File: src/rtl/irq_dispatch.sv
// Interrupt dispatcher: registers the priority-encoder output and turns it into an
// ack/eoi handshaked request with preemption, timeout drop and a saturating service count.
module irq_dispatch #(
  parameter int unsigned TIMEOUT = 16,
  parameter int unsigned CW      = 8
) (
  input  logic          clk,
  input  logic          rst,
  input  logic [2:0]    code_in,
  input  logic          idle_in,
  input  logic          ack,
  input  logic          eoi,
  output logic          irq,
  output logic [2:0]    vector,
  output logic          busy,
  output logic          timeout,
  output logic [CW-1:0] srv_count
);

  localparam int unsigned TW = (TIMEOUT > 2) ? $clog2(TIMEOUT) : 1;

  typedef enum logic [1:0] {
    ST_IDLE = 2'd0,
    ST_REQ  = 2'd1,
    ST_SERV = 2'd2
  } state_t;

  state_t          state;
  state_t          state_nx;
  logic [2:0]      code_r;
  logic            idle_r;
  logic [TW-1:0]   timer;
  logic [TW-1:0]   timer_nx;
  logic [2:0]      vector_nx;
  logic            timeout_nx;
  logic [CW-1:0]   srv_count_nx;

  // Input stage: the encoder is combinational, so the FSM only sees registered values
  always_ff @(posedge clk) begin
    if (rst) begin
      code_r <= 3'd0;
      idle_r <= 1'b1;
    end else begin
      code_r <= code_in;
      idle_r <= idle_in;
    end
  end

  // State and registered outputs
  always_ff @(posedge clk) begin
    if (rst) begin
      state     <= ST_IDLE;
      irq       <= 1'b0;
      busy      <= 1'b0;
      timeout   <= 1'b0;
      vector    <= 3'd0;
      timer     <= '0;
      srv_count <= '0;
    end else begin
      state     <= state_nx;
      irq       <= (state_nx == ST_REQ);
      busy      <= (state_nx == ST_SERV);
      timeout   <= timeout_nx;
      vector    <= vector_nx;
      timer     <= timer_nx;
      srv_count <= srv_count_nx;
    end
  end

  // Next-state and next-output logic
  always_comb begin
    state_nx     = state;
    vector_nx    = vector;
    timer_nx     = timer;
    timeout_nx   = 1'b0;
    srv_count_nx = srv_count;
    case (state)
      ST_IDLE: begin
        if (!idle_r) begin
          vector_nx = code_r;
          timer_nx  = '0;
          state_nx  = ST_REQ;
        end
      end
      ST_REQ: begin
        // ack outranks both preemption and expiry
        if (ack) begin
          state_nx = ST_SERV;
          if (srv_count != {CW{1'b1}}) begin
            srv_count_nx = srv_count + CW'(1);
          end
        end else if (!idle_r && (code_r > vector)) begin
          vector_nx = code_r;
          timer_nx  = '0;
        end else if (timer == TW'(TIMEOUT - 1)) begin
          timeout_nx = 1'b1;
          state_nx   = ST_IDLE;
        end else begin
          timer_nx = timer + TW'(1);
        end
      end
      ST_SERV: begin
        if (eoi) begin
          state_nx = ST_IDLE;
        end
      end
      default: begin
        state_nx = ST_IDLE;
      end
    endcase
  end

endmodule

File: config.mk
export PLATFORM = sky130hd
export DESIGN_NAME = irq_dispatch
export DESIGN_NICKNAME = d
export VERILOG_FILES = /design/src/rtl/irq_dispatch.sv
export SDC_FILE = /design/constraint.sdc
export NUM_CORES = 1
export LEC_CHECK = 0
export CAP_MARGIN = 30
export CORE_MARGIN = 2
export CORE_UTILIZATION = 40
export DETAILED_ROUTE_END_ITERATION = 8
export PLACE_DENSITY = 0.69
export SYNTH_ARGS = -nofsm -noshare
export SYNTH_HDL_FRONTEND = slang
export SYNTH_SLANG_ARGS = --single-unit
export TNS_END_PERCENT = 100
File: constraint.sdc
create_clock -name clk -period 4.8 [get_ports clk]
set_clock_uncertainty 0.05 [all_clocks]
set_input_delay 0.72 -clock clk [delete_from_list [all_inputs] [get_ports clk]]
set_output_delay 0.72 -clock clk [all_outputs]
set_load 0.02 [all_outputs]
==> impl_metrics.csv <==
group,metric,value,unit
run_status,outcome,"completed",
placement,gpl.final_weighted_congestion,0.692,
power,static-leakage-power,0.000514,uW
critical_path,critPathKind,"primary input to flip-flop",
sta,fmax,450,MHz
sta,report.final.setup_viol,0,
synth,synth-edff-count,0,
hold_path,timing.hold.worst.class,"flip-flop to flip-flop",
floorplanning,core_region_area,2520,sq um
finish,syn2layout_area_growth,26.4,%
finish,final_design_area_no_fill,1370,sq um
detailed_routing,drt_pass1_iterations,4,
critical_path,cpPeakStageDelay,0.86,ns
synth,postSynth.asyncResetShare,0,
critical_path,worst-endpoint-required,4.98,ns
clock_network,clk-insertion-delay-late,0.32,ns
finish,fraction_of_final_layout_cells_with_drive_strength_greater_than_1,0.0699,
sta,post-route-period-util,0.463,
critical_path,r2r-start,"vector[2]$_SDFFE_PP0P_",
synth,synthDistinctLibCells,35,
floorplanning,die-width,56.1,um
synth,synth.yosys.seq_area_share,0.442,
sta,drv_slew,0,
synth,syn_inst_count,121,
detailed_routing,vias_per_cell,5.18,
placement,dp_hpwl,1560,um
critical_path,crit_path_launch,"rst",
critical_path,worst-endpoint-arrival,2.40,ns
detailed_routing,drt-initial-drc-count,14,
critical_path,critPathLaunchType,"primary input",
finish,nNetsFinal,157,
clock_network,holdBufCountCts,0,
critical_path,critical_path.max_fanout,18,
sta,tightestPinTransition,0.618,ns
critical_path,critical_path_buf_inv_count,2,
synth,ys_warn_count,0,
synth,yosys_register_bits,24,
critical_path,critical_path.endpoint_type,"flip-flop",
synth,mux_cell_area_share_after_synthesis,0.0369,
synth,syn-cell-area,1090,sq um
clock_network,post_cts.repair.setup_buffers,0,
clock_network,cts_buffer_depth,2,
job,cap_viol_max_count,0,
sta,finalHoldViolations,0,
sta,period_needed,2.22,ns
finish,mostFrequentLayoutCells,"24 x dfxtp_1, 21 x clkdlybuf4s50_1, 17 x nor2_1",
floorplanning,fp.dieH,56.1,um
floorplanning,initial_utilization,0.431,
clock_network,clk_pin_slew_worst_paths,0.14,ns
power,power.density,295,nW/um^2
critical_path,path_delay_family,"buffers and inverters",
critical_path,reg2reg_to,"timeout$_SDFF_PP0_",
sta,rsz0062_at_grt,"false",
floorplanning,floorplan.io_pins,22,
critical_path,slowest_stage,"clkdlybuf4s50_1",
clock_network,cts_sinks,24,
critical_path,critical_path.endpoint,"timer[0]$_SDFFE_PP0P_",
synth,synth_compound_gate_area_share,0.136,
floorplanning,rows,18,
synth,synth.net_count,134,
synth,largest_family_of_logic_cells_by_synthesized_area,"simple AND/OR/NAND/NOR gates",
placement,placed_cell_area,1320,sq um
global_route,first_global_vias,912,
synth,synthFlopType,"dfxtp_1",
global_route,grt_pass1_wl,3770,um
synth,synthesis.area_per_instance,8.98,sq um
finish,mostFrequentLayoutCell,"dfxtp_1",
global_route,grt_antenna_before_repair,0,
sta,totalNegativeSetupSlack,0,ns
detailed_routing,final_antenna_net_count,0,
critical_path,ff2ff_setup_slack,2.79,ns
synth,post_synth_fa_ha_maj_area_fraction,0.0576,
synth,synthSimpleGateAreaFrac,0.262,
global_route,gr-total-overflow,0,
global_route,grt_start_max_net_pins,19,
clock_network,cts_buffers,3,
critical_path,cp_cell_sequence,"clkdlybuf4s50_1, clkinv_1, a32o_2",
clock_network,cts_root_buf,"clkbuf_4",
floorplanning,full_die_area,3150,sq um
detailed_routing,routed_wl,2090,um
detailed_routing,drc_errors,0,
power,worst_ir_drop_on_vdd,0.240,mV
detailed_routing,wl_per_cell,12.1,um
finish,utilization,0.544,
clock_network,cts_repair_resize_count,0,
critical_path,worst_r2r_path_depth,7,
synth,synthXorXnorAreaFrac,0.0323,
sta,max_slew_margin,0.587,
finish,num_antenna_cells,0,
detailed_routing,route.vias.total,897,
critical_path,cp.depth,3,
clock_network,cts.htree.levels,1,
placement,portBuffers,21,
clock_network,cts_tree,"done",
global_route,grt_usage,0.147,
## flip-flops by register name, summed over array words and instances, names as in the netlist
signal,flops
srv_count,8
timer,4
code_r,3
vector,3
state,2
busy,1
idle_r,1
irq,1
timeout,1
## how the worst min path moves through the flow
| stage | start | end | slack [ns] | depth (start not counted) |
|---|---|---|---|---|
| 2_1_floorplan | code_r[0]$_SDFF_PP0_ | vector[0]$_SDFFE_PP0P_ | 0.39 | 2 |
| 3_3_place_gp | code_r[0]$_SDFF_PP0_ | vector[0]$_SDFFE_PP0P_ | 0.41 | 2 |
| 3_5_place_dp | code_r[0]$_SDFF_PP0_ | vector[0]$_SDFFE_PP0P_ | 0.42 | 2 |
| 4_1_cts | code_r[0]$_SDFF_PP0_ | vector[0]$_SDFFE_PP0P_ | 0.44 | 2 |
| 5_1_grt | code_r[2]$_SDFF_PP0_ | vector[2]$_SDFFE_PP0P_ | 0.46 | 2 |
| 6_report | code_r[0]$_SDFF_PP0_ | vector[0]$_SDFFE_PP0P_ | 0.43 | 2 |
## synth_stat cells (3+ instances only)
cell type,count,area (sq um)
mux2i_1,4,40.0
ha_1,5,62.6
nand2_1,15,56.3
dfxtp_1,24,480
nor3_1,3,15.0
a21oi_1,6,30.0
nand3_1,4,20.0
nor2b_1,5,31.3
inv_1,5,18.8
xor2_1,3,26.3
nor2_1,17,63.8
## worst register-to-register path, cell delays in order, from the launching register on
cell,delay (ns)
dfxtp_1,0.37
inv_1,0.05
ha_1,0.33
nor2_1,0.12
nor2_1,0.08
a2111oi_2,0.53
nor2b_1,0.24
and4_1,0.20
## cell families after synthesis
family,Yosys count
and+or+nand+nor,57
DFF,24
AOI/OAI and AO/OA,18
buffers and inverters,9
adders and majority gates,5
xor gates and xnor gates,4
muxes,4
## per-stage QoR
| step | hold slack [ns] | instances | setup slack, ns | power, uW |
|---|---|---|---|---|
| global route | 0.458 | 173 | 2.47 | 421 |
| finish | 0.427 | 173 | 2.58 | 404 |
| global placement | 0.407 | 169 | 2.26 | 261 |
| CTS | 0.435 | 173 | 2.55 | 409 |
| floorplan | 0.388 | 121 | 2.82 | 246 |
| detailed placement | 0.416 | 169 | 2.18 | 262 |
## metal layers
layer,track usage,routed length [um],vias to the layer above
met4,0.0442,18,0
met3,0.0419,75,2
met1,0.182,1040,412
met2,0.247,961,19
li1,-,-,464
met5,0,0,-
## area by class of cell
type,count,area [sq um]
fillers,242,1150
multi-input cells,88,569
flip-flops and latches,24,480
repair buffers,21,210
well taps,30,37.5
clock inverters,1,30.0
clock buffers,3,22.5
inverters,6,22.5
## power by group
part           total [uW]  internal [uW]  leakage [uW]  switching [uW]
logic                47.5           22.8      0.000291            24.7
registers             210            205      0.000195            4.38
clock network         147           84.4     0.0000279            62.7
Power figures use the tool's default switching activity.
